<file path="src/rtl/mem1_dreq.sv">
// First memory stage: size decode, alignment check, single DCache request per
// memory instruction, forwarding tap and the registered next-stage buffer.
module mem1_dreq #(
    parameter int ADDR_WIDTH = 32,
    parameter int DATA_WIDTH = 32
) (
    input  logic                  clk,
    input  logic                  rst,
    input  logic                  flush,
    input  logic                  clear,
    input  logic                  advance,
    output logic                  advance_ready,
    input  logic                  in_valid,
    input  logic [ADDR_WIDTH-1:0] in_pc,
    input  logic                  in_excp,
    input  logic                  in_load,
    input  logic                  in_store,
    input  logic [1:0]            in_size,
    input  logic [ADDR_WIDTH-1:0] in_addr,
    input  logic [DATA_WIDTH-1:0] in_sdata,
    input  logic                  in_wreg,
    input  logic [4:0]            in_waddr,
    input  logic [DATA_WIDTH-1:0] in_wdata,
    output logic                  dreq_valid,
    output logic [ADDR_WIDTH-1:0] dreq_addr,
    output logic                  dreq_we,
    output logic [3:0]            dreq_wstrb,
    output logic [DATA_WIDTH-1:0] dreq_wdata,
    input  logic                  dreq_addr_ok,
    output logic                  fwd_wreg,
    output logic                  fwd_ready,
    output logic [4:0]            fwd_waddr,
    output logic [DATA_WIDTH-1:0] fwd_wdata,
    output logic                  o_valid,
    output logic [ADDR_WIDTH-1:0] o_pc,
    output logic                  o_excp,
    output logic                  o_ale,
    output logic [ADDR_WIDTH-1:0] o_badv,
    output logic                  o_load,
    output logic [ADDR_WIDTH-1:0] o_mem_addr,
    output logic [1:0]            o_size,
    output logic                  o_wreg,
    output logic [4:0]            o_waddr,
    output logic [DATA_WIDTH-1:0] o_wdata
);

    typedef enum logic [1:0] {S_IDLE, S_WAIT, S_ACC} state_t;

    state_t state, state_nx;
    logic   size_half, size_word, ale, mem_op;
    logic   [3:0] strb;

    assign size_half = (in_size == 2'd1);
    assign size_word = in_size[1];

    assign ale = in_valid & (in_load | in_store) &
                 ((size_half & in_addr[0]) | (size_word & (in_addr[1:0] != 2'b00)));
    assign mem_op = in_valid & ~in_excp & ~ale & (in_load | in_store);

    always_comb begin
        strb       = 4'b1111;
        dreq_wdata = in_sdata;
        case (in_size)
            2'd0: begin
                strb       = 4'b0001 << in_addr[1:0];
                dreq_wdata = {4{in_sdata[7:0]}};
            end
            2'd1: begin
                strb       = 4'b0011 << in_addr[1:0];
                dreq_wdata = {2{in_sdata[15:0]}};
            end
            default: begin
                strb       = 4'b1111;
                dreq_wdata = in_sdata;
            end
        endcase
    end

    assign dreq_addr  = {in_addr[ADDR_WIDTH-1:2], 2'b00};
    assign dreq_we    = in_store;
    assign dreq_wstrb = (in_store & ~in_load) ? strb : 4'b0000;

    always_ff @(posedge clk) begin
        if (!rst) state <= S_IDLE;
        else      state <= state_nx;
    end

    // A flush drops the request unless the cache already accepted it this cycle,
    // so valid/addr_ok never disagree on the handshake.
    always_comb begin
        state_nx      = state;
        dreq_valid    = rst & mem_op & (state != S_ACC) & (~flush | dreq_addr_ok);
        advance_ready = rst & (~mem_op | (state == S_ACC) | dreq_addr_ok);
        case (state)
            S_IDLE:  if (mem_op) state_nx = dreq_addr_ok ? S_ACC : S_WAIT;
            S_WAIT:  if (dreq_addr_ok) state_nx = S_ACC;
            S_ACC:   state_nx = S_ACC;
            default: state_nx = S_IDLE;
        endcase
        if (flush | advance) state_nx = S_IDLE;
    end

    assign fwd_wreg  = in_valid & in_wreg;
    assign fwd_ready = in_valid & ~(in_load & mem_op);
    assign fwd_waddr = in_valid ? in_waddr : 5'd0;
    assign fwd_wdata = in_valid ? in_wdata : '0;

    always_ff @(posedge clk) begin
        if (!rst || flush || clear) begin
            o_valid    <= 1'b0;
            o_pc       <= '0;
            o_excp     <= 1'b0;
            o_ale      <= 1'b0;
            o_badv     <= '0;
            o_load     <= 1'b0;
            o_mem_addr <= '0;
            o_size     <= 2'd0;
            o_wreg     <= 1'b0;
            o_waddr    <= 5'd0;
            o_wdata    <= '0;
        end else if (advance) begin
            o_valid    <= in_valid;
            o_pc       <= in_pc;
            o_excp     <= in_excp | ale;
            o_ale      <= ale;
            o_badv     <= ale ? in_addr : '0;
            o_load     <= in_load & mem_op;
            o_mem_addr <= in_addr;
            o_size     <= in_size;
            o_wreg     <= in_wreg;
            o_waddr    <= in_waddr;
            o_wdata    <= in_wdata;
        end
    end

endmodule

</file>
<file path="config.mk">
export PLATFORM = sky130hd
export DESIGN_NAME = mem1_dreq
export DESIGN_NICKNAME = d
export VERILOG_FILES = /design/src/rtl/mem1_dreq.sv
export SDC_FILE = /design/constraint.sdc
export NUM_CORES = 1
export LEC_CHECK = 0
export BUFFER_PORTS_ARGS = -buffer_cell sky130_fd_sc_hd__buf_4
export CAP_MARGIN = 20
export CORE_AREA = 4 4 152 154
export DETAILED_ROUTE_END_ITERATION = 7
export DIE_AREA = 0 0 156 158
export MAX_ROUTING_LAYER = met4
export PLACE_DENSITY = 0.57
export SLEW_MARGIN = 20
export SYNTH_ARGS = -nofsm -noshare
export SYNTH_HDL_FRONTEND = slang
export SYNTH_SLANG_ARGS = --single-unit
export TNS_END_PERCENT = 20
</file>
<file path="constraint.sdc">
create_clock -name clk -period 2.1 [get_ports clk]
set_clock_uncertainty 0.15 [all_clocks]
set_input_delay 0.42 -clock clk [delete_from_list [all_inputs] [get_ports clk]]
set_output_delay 0.42 -clock clk [all_outputs]
set_load 0.01 [all_outputs]
</file>
* After elaboration in Yosys (flattened, before gate mapping) *
Index checks and enable logic that the tools add are counted.

operators by class
  $add $sub $neg = 0
  multipliers = 0
  divide/modulo/power cells = 0
  order comparisons = 0
  equality and inequality tests = 6
  shift operators = 2
  mux-type cells = 10
  bitwise logic cells = 29
  reductions and logical operators = 8

operators by type and width
  cell                                              count
  2-to-1 mux 32 bit                                 2
  case mux 32 bit (2 select lines)                  1
  AND 1 bit                                         15
  case mux 4 bit (2 select lines)                   1
  inverter 1 bit                                    7
  bitwise OR 1 bit                                  7
  2-to-1 mux 2 bit                                  3
  inequality test 2 bit (second input constant)     3
  case mux 2 bit (3 select lines)                   1
  2-to-1 mux 5 bit                                  1
  == test 2 x 1 -> 1 bit (second input constant)    2
  logical NOT 2 bit                                 2
  2-to-1 mux 4 bit                                  1
  left shift 1 x 2 -> 4 bit (first input constant)  1
  left shift 2 x 2 -> 4 bit (first input constant)  1
  == test 2 bit (second input constant)             1
  logical OR 1 bit                                  2
  AND reduction 2 bit                               1
  nonzero test 2 bit                                1
  OR reduction 2 bit                                1
  logical NOT 1 bit                                 1

word-level totals
  register bits = 142
  latch bits = 0
  RAM bits = 0
  ROM bits = 0
  bits of input ports = 146
  output and inout port bits = 250
  word-level logic and storage cells = 67
  memories kept = 0

* Depth between registers and ports, before layout *
Gate-level depths: netlist of run 1.

  word-level depth = 11
  depth in mapped cells = 6
  mapped depth without buffers = 6

* Worst setup path before layout of run 1 *
OpenSTA, ideal clock, no wires.

  path kind = input port to output port
  start point = input port in_addr[0]
  end point = output port advance_ready
  arrival time = 1.613 ns
  required time = 1.530 ns
  slack = -0.083 ns
  stages on the path = 5
  buffers on the path = 2
  cell sequence = buf_6 -> and2_4 -> or4_1 -> buf_2 -> o31a_2

on the way
  word-level cells in the longest chain between the ends = 11
  elaborated cells on any way between the ends = 12
  those cells by class = bitwise (11); reduce/logical (1)

ends and longest elaborated chain
  item                               RTL line  RTL
  start, declared                    19        input logic [ADDR_WIDTH-1:0] in_addr,
  nonzero test 2 bit                 57        ((size_half & in_addr[0]) | (size_word & (in_addr[1:0] != 2'b00)));
  AND 1 bit                          57
  bitwise OR 1 bit (*)               57
  AND 1 bit (*)                      56        assign ale = in_valid & (in_load | in_store) &
  inverter 1 bit (*)                 58        assign mem_op = in_valid & ~in_excp & ~ale & (in_load | in_store);
  AND 1 bit (*) (2 in a row)         58
  inverter 1 bit (*)                 93        advance_ready = rst & (~mem_op | (state == S_ACC) | dreq_addr_ok);
  bitwise OR 1 bit (*) (2 in a row)  93
  AND 1 bit (*)                      93
  end, declared                      12        output logic advance_ready,

Every way passes the cells marked *; elsewhere a longest branch is shown, timed or not.

* Worst setup path in the final report of run 1 *
Same ends and word-level chain as after synthesis.

==> impl_metrics.json, run 1 <==
{
  "diodes": 0,
  "syn_inst": 667,
  "fin_crit_ps": 2241,
  "hold_buffers": 0,
  "maxCapViolCount": 0,
  "maxSlewViolCount": 0,
  "startpoint_type": "input pin",
  "routed_wl_mm": 21.84,
  "route.detailed.drc": 0,
  "antenna_found_initial": 0,
  "synth_cell_types": 34,
  "fin_ws_ps": -140.7,
  "p_sw_frac": 0.2614,
  "cts_sinks": 142,
  "holdCritPathClass": "in -> reg",
  "ir_worst_vdd_v": 0.0004880,
  "overflow": 0,
  "avgSynthCellArea_um2": 9.312,
  "cp_top_family": "simple AND/OR/NAND/NOR gates",
  "grt_max_degree": 141,
  "comb_power_share": 0.158,
  "initial_utilization": 0.2864,
  "cpPeakStageDelay_ps": 560,
  "worstPathArrival_ps": 1670,
  "required_ps": 1530,
  "worstHoldStart": "in_pc[30]",
  "first_global_vias": 5612,
  "pwr-share-seq": 0.410,
  "violations": "setup timing",
  "vias": 5755,
  "place.gp.congestion": 0.7689,
  "cts_tree": "built",
  "clockPowerShare": 0.432,
  "drive_above_1_share": 0.4551,
  "placedCellCount": 1272,
  "clk_pin_slew_ps": 60,
  "fin_crit_sh": 1.067,
  "firstDrtPassIters": 4,
  "antenna_left": 0,
  "criticalPathCategory": "in -> out",
  "cp.buffers_inverters": 2,
  "fillers": 2152,
  "hpwlAfterDp_mm": 16.44,
  "grt_pass1_wl_mm": 31.58,
  "cts_buffers": 17,
  "tightest_slew_ps": 649.0,
  "die_y_um": 158,
  "synth_area_um2": 6211,
  "place_ws_ps": -288.3,
  "r2r-start": "state[1]$_SDFFE_PP0P_",
  "die_x_um": 156,
  "clockBufferDepth": 2,
  "ys_warn_count": 0,
  "crit_chain": "buf_8 > and2_4 > or4_4 > o31a_2 > buf_6",
  "clk_latency_ps": 410,
  "ios": 396,
  "fin_nets": 1161,
  "powerDensity_nw_per_um2": 685.4,
  "cts_max_level": 4,
  "drtIter0Drc": 270,
  "grt_usage": 0.1698,
  "rsz0062_at_grt": "true",
  "relSlewSlack": 0.5673,
  "switchingPower_mw": 1.758,
  "p_leak_nw": 4.663,
  "max_clock_freq_mhz": 446.3,
  "cp_max_fo": 4,
  "dieArea_um2": 24650,
  "cp-startpoint": "in_addr[0]",
  "status": "complete, but fails checks",
  "drt-wirelength-per-cell_um": 16.75,
  "internal-power_mw": 4.966,
  "ys_ff_latch": 142,
  "setup_violations": 2,
  "portBuffers": 393,
  "rows": 54,
  "core-area_um2": 21690,
  "hold_violations": 0,
  "synthToLayoutAreaGrowth_pct": 57.94,
  "cp-end-kind": "output port",
  "seq_area_frac_synth": 0.4577,
  "power_mw": 6.724,
  "cp_slowest_cell": "or4_4",
  "final_cells": 1304,
  "root_buffer": "clkbuf_16",
  "viasPerCell": 4.413
}
sequential cells by signal, summed over array words and instances, names as in the netlist:
signal      cells
o_badv         32
o_mem_addr     32
o_pc           32
o_wdata        32
o_waddr         5
o_size          2
state           2
o_ale           1
o_excp          1
o_load          1
o_valid         1
o_wreg          1
placed cells by master (no fill, tap or decap), types with 2 or more instances in the layout:
cell type and count:
clkbuf_1 2, buf_4 404, buf_12 4, o21ai_0 11
clkinvlp_4 5, clkbuf_16 17, and2_1 38, nand2b_1 33
nor2b_1 2, o31ai_1 2, dfxtp_1 142, nor2_1 112
a21oi_1 38, conb_1 2, buf_6 2, nand3_1 32
mux2i_1 114, inv_1 5, ha_1 4, or3_1 2
inv_6 5, nand2_1 11, nor3_1 2, mux2_2 16
synth_stat cells:
library cell / instances / area, um2
a21boi_0: 1 / 7.510
and2_4: 1 / 8.760
a211o_2: 1 / 10.01
or3_1: 2 / 12.51
clkbuf_1: 33 / 123.9
nand2_1: 11 / 41.29
nor3_2: 1 / 10.01
buf_6: 1 / 11.26
inv_1: 5 / 18.77
ha_1: 4 / 50.05
o21bai_1: 1 / 7.510
o31a_2: 1 / 10.01
nand3_1: 32 / 160.2
nor2_1: 113 / 424.2
a211oi_1: 1 / 7.510
o21ai_0: 12 / 60.06
dfxtp_1: 142 / 2843
o31ai_1: 2 / 15.01
nand2b_1: 33 / 206.5
and2_1: 38 / 237.7
mux2_2: 16 / 180.2
or3b_2: 1 / 8.760
buf_1: 2 / 7.510
a21oi_1: 38 / 190.2
o21a_1: 1 / 7.510
or4_1: 1 / 7.510
buf_4: 41 / 307.8
conb_1: 1 / 3.750
mux2i_1: 114 / 1141
nor2b_1: 2 / 12.51
o22ai_1: 1 / 6.260
nor3_1: 2 / 10.01
nand3b_1: 1 / 7.510
buf_2: 11 / 55.05
cell families (layout without fill, tap and decap cells):
family                     after synthesis  after routing  share of synthesized area
AOI/OAI and AO/OA                       59             59                    0.05177
other                                    1              2                  0.0006038
buffers and inverters                   93            449                    0.08441
DFF                                    142            142                     0.4577
muxes                                  130            130                     0.2127
adders and majority gates                4              4                   0.008058
and+or+nand+nor                        238            238                     0.1847
tightest hold or removal path, delay by kind of cell:
| kind | cells | cell delay, ps |
|---|---|---|
| buffers and inverters | 1 | 70 |
| and+or+nand+nor | 1 | 70 |
| muxes | 1 | 50 |
worst paths after layout:
check	to	slack [ps]	cells after the start
setup reg to reg	state[1]$_SDFFE_PP0P_	450	6
hold / removal	o_pc[30]$_SDFFE_PP0P_	80	3
hold reg to reg	o_badv[22]$_SDFFE_PP0P_	320	2
setup / recovery	advance_ready	-140	5
metal layers:
metal  track usage  part of all wire
met1        0.2070              0.42
met2        0.2772              0.49
met3       0.04729             0.083
met4       0.04669             0.012
met5             -                 0
power by group through the flow:
stage	Combinational, mW	Sequential [mW]	Clock [mW]
6_report	1.06	2.76	2.91
5_1_grt	1.14	2.76	3.13
4_1_cts	1.08	2.76	3.02
3_5_place_dp	1.07	2.82	0
3_3_place_gp	1.07	2.81	0
2_1_floorplan	0.484	2.83	0
stage by stage:
step                utilization  hold WS [ps]  instance area (um2)  setup TNS, ps
floorplan                     -         339.8                 6215         -165.6
global placement         0.4249         305.5                 9215         -708.3
detailed placement       0.4249         310.5                 9215         -758.0
CTS                      0.4517         63.56                 9797         -194.0
global route             0.4523         83.01                 9809         -266.4
finish                   0.4523         84.53                 9809         -203.0
what timing repair did:
action                     CTS  global route
buffers inserted             0             0
setup endpoints to repair    8             8
pin swaps                    0             1
gates resized for setup      5             4
area by class of cell:
| class | count | area, um2 | share of cell area |
|---|---|---|---|
| timing repair buffer | 412 | 3164 | 0.3226 |
| multi-input combinational | 433 | 2869 | 0.2925 |
| sequential | 142 | 2843 | 0.2898 |
| clock buffer | 19 | 432.9 | 0.04413 |
| tap | 280 | 350.3 | 0.03571 |
| clock inverter | 13 | 131.4 | 0.01339 |
| inverter | 5 | 18.77 | 0.001913 |
Note: power is estimated with default switching activity, not from simulation.
==> inputs of run 2 (changes only) <==
--- a/config.mk
+++ b/config.mk
@@ -12,7 +12,7 @@
 export DIE_AREA = 0 0 156 158
 export MAX_ROUTING_LAYER = met4
 export PLACE_DENSITY = 0.57
-export SLEW_MARGIN = 20
+export SLEW_MARGIN = 5
 export SYNTH_ARGS = -nofsm -noshare
 export SYNTH_HDL_FRONTEND = slang
 export SYNTH_SLANG_ARGS = --single-unit
==> constraint.sdc (replaced) <==
create_clock -name clk -period 2.1 [get_ports clk]
set_clock_uncertainty 0.15 [all_clocks]
set_input_delay 0.21 -clock clk [delete_from_list [all_inputs] [get_ports clk]]
set_output_delay 0.21 -clock clk [all_outputs]
set_load 0.01 [all_outputs]
==> run 2 against run 1 <==
- the run now ends clean
- register-to-register slack worse by 20 ps
- hold slack worse by 50 ps
- count of clock-buffer cells in the layout stayed put
- sequential cell count stayed put
- worst setup slack better by 270 ps
- power is 2.7% higher
- fmax is 14% higher
- non-clock buffer count is 97 higher
- sequential power hardly changed
- cell count is 7.4% higher
- global-route usage is 0.91 points higher
- highest routed layer unchanged
==> impl_metrics.json, run 2 (synthesis gave the netlist of run 1 again) <==
{
  "status": "finished, final reports clean",
  "drtIter0Drc": 213,
  "crit_chain": "buf_4 > o21ai_0 > or4_4 > o31a_2 > buf_4",
  "relSlewSlack": 0.4468,
  "viasPerCell": 4.350,
  "fin_crit_ps": 1967,
  "cts_tree": "built",
  "post_cts_buffers": 0,
  "synthToLayoutAreaGrowth_pct": 73.37,
  "rows": 54,
  "ir_worst_vdd_v": 0.0004446,
  "max_clock_freq_mhz": 508.5,
  "clk_pin_slew_ps": 60,
  "overflow": 0,
  "p_leak_nw": 5.053,
  "layout_common_cells": "400 x buf_4, 142 x dfxtp_1, 114 x mux2i_1, 113 x nor2_1, 104 x dlygate4sd3_1",
  "tightest_slew_ps": 829.8,
  "ios": 396,
  "clockBufferDepth": 2,
  "grt_max_degree": 100,
  "timing.setup.tns_ps": 0,
  "worstPathArrival_ps": 1610,
  "routed_wl_mm": 22.98,
  "maxCapViolCount": 0,
  "cts_sinks": 142,
  "maxSlewViolCount": 0,
  "placedCellCount": 1265,
  "cp_slowest_cell": "or4_4",
  "fin_ws_ps": 133.4,
  "cp.buffers_inverters": 2,
  "initial_utilization": 0.2864,
  "rsz0062_at_grt": "false",
  "required_ps": 1740,
  "hold_violations": 0,
  "core-area_um2": 21690,
  "final_common_cell": "buf_4",
  "fin_nets": 1258,
  "cp_max_fo": 6,
  "clk_latency_ps": 410,
  "route.detailed.drc": 0,
  "diodes": 0,
  "final_cells": 1401,
  "root_buffer": "clkbuf_16",
  "first_global_vias": 5967,
  "cpPeakStageDelay_ps": 610,
  "portBuffers": 393,
  "drt-wirelength-per-cell_um": 16.40,
  "crit_top_cell": "buf_4",
  "cts_buffers": 17,
  "holdCritPathClass": "in -> reg",
  "die_x_um": 156,
  "fin_util": 0.4965,
  "antenna_found_initial": 0,
  "dieArea_um2": 24650,
  "grt_usage": 0.1790,
  "fin_crit_sh": 0.9365,
  "drive_above_1_share": 0.4077,
  "criticalPathCategory": "in -> out",
  "place_ws_ps": 41.18,
  "antenna_left": 0,
  "startpoint_type": "input pin",
  "place.gp.congestion": 0.7816,
  "vias": 6095,
  "firstDrtPassIters": 6,
  "powerDensity_nw_per_um2": 641.2,
  "die_y_um": 158,
  "cp_top_family": "simple AND/OR/NAND/NOR gates",
  "cts_max_level": 4,
  "cp-end-kind": "output port",
  "grt_pass1_wl_mm": 33.62,
  "hold_slack_ps": 34.20,
  "fillers": 2012,
  "hpwlAfterDp_mm": 16.23,
  "setup_violations": 0
}
[run 2: cell count changes in the layout (fill, tap and decap cells not counted), sizes merged]
| cell | before | now |
|---|---|---|
| buf | 411 | 405 |
| dlygate4sd3 | 0 | 104 |
| clkinvlp | 5 | 6 |
| clkbuf | 20 | 19 |
| clkinv | 1 | 0 |
[run 2: path summary, 6_finish.rpt]
path / startpoint / endpoint / slack [ps] / cells after the start
worst max register to register: state[0]$_SDFFE_PP0P_ / state[1]$_SDFFE_PP0P_ / 430 / 6
worst min register to register: o_badv[31]$_SDFFE_PP0P_ / o_badv[31]$_SDFFE_PP0P_ / 320 / 2
worst min-delay path: advance / state[0]$_SDFFE_PP0P_ / 30 / 3
worst max-delay path: in_valid / advance_ready / 130 / 5
[run 2: final cells by class]
cell class / count / area (um2) / area share
multi-input combinational: 433 / 2858 / 0.2654
tap: 280 / 350.3 / 0.03254
sequential: 142 / 2843 / 0.2640
clock inverter: 13 / 130.1 / 0.01208
inverter: 5 / 18.77 / 0.001743
timing repair buffer: 509 / 4135 / 0.3840
clock buffer: 19 / 432.9 / 0.04020
[run 2: timing repair]
action	in CTS	in global routing
setup endpoints to repair	0	1
endpoints found under the hold margin	137	0
hold buffers	104	0
resized for setup	0	1
[run 2: metrics by stage]
| stage | cell area [um2] | power, mW |
|---|---|---|
| 2_1_floorplan | 6215 | 3.318 |
| 3_3_place_gp | 9160 | 3.869 |
| 3_5_place_dp | 9160 | 3.872 |
| 4_1_cts | 10760 | 6.992 |
| 5_1_grt | 10770 | 7.206 |
| 6_report | 10770 | 6.905 |
[run 2: layer usage]
metal	global-route usage	vias up	wire (um)
met3	0.04347	25	1659
li1	-	3049	-
met2	0.2946	249	11070
met5	-	-	0
met1	0.2185	2772	9830
met4	0.05252	0	420
[run 2: report_power, final]
group	switching (mW)	internal [mW]
clock network	1.28	1.66
logic	0.521	0.688
registers	0.0222	2.73
[run 2: worst min-delay path: stages]
cell and delay (ps):
buf_6 100, or3b_2 160, o31ai_1 80
==> inputs of run 3 (changes only) <==
--- a/config.mk
+++ b/config.mk
@@ -10,8 +10,9 @@
 export CORE_AREA = 4 4 152 154
 export DETAILED_ROUTE_END_ITERATION = 7
 export DIE_AREA = 0 0 156 158
+export GPL_TIMING_DRIVEN = 0
 export MAX_ROUTING_LAYER = met4
-export PLACE_DENSITY = 0.57
+export PLACE_DENSITY = 0.71
 export SLEW_MARGIN = 5
 export SYNTH_ARGS = -nofsm -noshare
 export SYNTH_HDL_FRONTEND = slang
==> run 3 against run 2 <==
- routed wire length is 11% higher
- non-clock buffer count is 74 higher
- largest power group unchanged
- global-route usage is 1.9 points higher
- clock power is 5% higher
==> impl_metrics.json, run 3 (synthesis gave the netlist of run 1 again) <==
{
  "clockBufferDepth": 2,
  "cp-startpoint": "in_size[0]",
  "grt_max_degree": 17,
  "relSlewSlack": 0.4941,
  "power_mw": 7.124,
  "dieArea_um2": 24650,
  "root_buffer": "clkbuf_16",
  "ios": 396,
  "required_ps": 1740,
  "cpPeakStageDelay_ps": 530,
  "crit_chain": "buf_4 > and2_4 > or4_1 > buf_2 > o31a_2 > buf_4",
  "drtIter0Drc": 192,
  "synthToLayoutAreaGrowth_pct": 79.29,
  "route.detailed.drc": 0,
  "antenna_found_initial": 0,
  "portBuffers": 392,
  "cp.buffers_inverters": 3,
  "grt_usage": 0.1984,
  "final_cells": 1474,
  "ir_worst_vdd_v": 0.0004888,
  "grt_pass1_wl_mm": 37.25,
  "switchingPower_mw": 1.859,
  "rows": 54,
  "die_x_um": 156,
  "fin_nets": 1332,
  "initial_utilization": 0.2864,
  "layout_common_cells": "433 x buf_4, 142 x dfxtp_1, 114 x mux2i_1, 112 x nor2_1, 103 x dlygate4sd3_1",
  "cts_buffers": 17,
  "fillers": 1948,
  "viasPerCell": 4.431,
  "fin_ws_ps": 71.59,
  "status": "finished, final reports clean",
  "cts_tree": "built",
  "p_leak_nw": 5.276,
  "core-area_um2": 21690,
  "place.gp.congestion": 0.7979,
  "rsz0062_at_grt": "false",
  "cp_max_fo": 6,
  "overflow": 0,
  "cp-end-kind": "output port",
  "p_sw_frac": 0.2609,
  "powerDensity_nw_per_um2": 639.8,
  "r2r-start": "state[0]$_SDFFE_PP0P_",
  "holdCritPathClass": "in -> reg",
  "firstDrtPassIters": 4,
  "placedCellCount": 1340,
  "fin_crit_sh": 0.9659,
  "crit_top_cell": "buf_4",
  "pwr-share-seq": 0.387,
  "drive_above_1_share": 0.4179,
  "first_global_vias": 6744,
  "clockPowerShare": 0.432,
  "drt-wirelength-per-cell_um": 17.26,
  "final_common_cell": "buf_4",
  "tightest_slew_ps": 758.9,
  "criticalPathCategory": "in -> out",
  "max_clock_freq_mhz": 493.0,
  "startpoint_type": "input pin",
  "vias": 6532,
  "cts_max_level": 4,
  "maxSlewViolCount": 0,
  "cp_top_family": "simple AND/OR/NAND/NOR gates",
  "worstPathArrival_ps": 1670,
  "diodes": 0,
  "internal-power_mw": 5.265,
  "clk_pin_slew_ps": 70,
  "routed_wl_mm": 25.44,
  "hpwlAfterDp_mm": 18.63,
  "clk_latency_ps": 410,
  "comb_power_share": 0.181,
  "post_cts_buffers": 0,
  "maxCapViolCount": 0,
  "cp_slowest_cell": "or4_1",
  "die_y_um": 158,
  "cts_sinks": 142,
  "place_ws_ps": -201.7,
  "worstHoldStart": "in_excp",
  "setup_violations": 0,
  "hold_slack_ps": 38.91,
  "hold_violations": 0,
  "fin_crit_ps": 2028,
  "antenna_left": 0
}
[run 3: what timing repair did]
| item | in CTS | in global routing |
|---|---|---|
| pin swaps | 0 | 0 |
| endpoints found under the setup margin | 6 | 1 |
| hold buffers | 103 | 0 |
| hold endpoints to repair | 134 | 0 |
| gates resized for setup | 1 | 2 |
| cloned | 0 | 0 |
[run 3: metrics by stage]
stage | TNS, ps | util | area, um2
floorplan | 0 | - | 6215
global placement | -3222 | 0.4384 | 9508
detailed placement | -2813 | 0.4384 | 9508
CTS | 0 | 0.5134 | 11130
global route | 0 | 0.5134 | 11140
finish | 0 | 0.5134 | 11140
[run 3: cell type report]
class                      instances  area [um2]  area share
inverter                           5       18.77    0.001685
sequential                       142        2843      0.2553
clock inverter                    13       153.9     0.01382
tap                              280       350.3     0.03146
multi-input combinational        433        2850      0.2560
clock buffer                      18       439.2     0.03944
timing repair buffer             495        3974      0.3569
buffer                            88       506.7     0.04551
[run 3: path summary, 6_finish.rpt]
| kind | endpoint | slack (ps) | cells after the start |
|---|---|---|---|
| worst max-delay path | advance_ready | 70 | 6 |
| worst min-delay path | o_excp$_SDFFE_PP0P_ | 40 | 3 |
| worst max register to register | state[1]$_SDFFE_PP0P_ | 460 | 6 |
| worst min register to register | o_badv[29]$_SDFFE_PP0P_ | 320 | 2 |
[run 3: tightest hold or removal path: stages]
cell and delay [ps]:
buf_4 120, nor2_1 130, a211oi_1 90
[run 3: power groups by stage]
stage	Combinational, mW	Sequential (mW)	Clock, mW
after detailed placement	1.12	2.82	0
after CTS	1.28	2.76	3.17
after global routing	1.38	2.76	3.27
final	1.29	2.76	3.08
after floorplan	0.484	2.83	0
after global placement	1.11	2.82	0
[run 3: layer usage]
metal / up-vias / share of wire / track usage
met5: - / 0 / -
met3: 21 / 0.073 / 0.04593
li1: 3206 / - / -
met1: 3035 / 0.41 / 0.2309
met2: 270 / 0.51 / 0.3465
met4: 0 / 0.011 / 0.04919
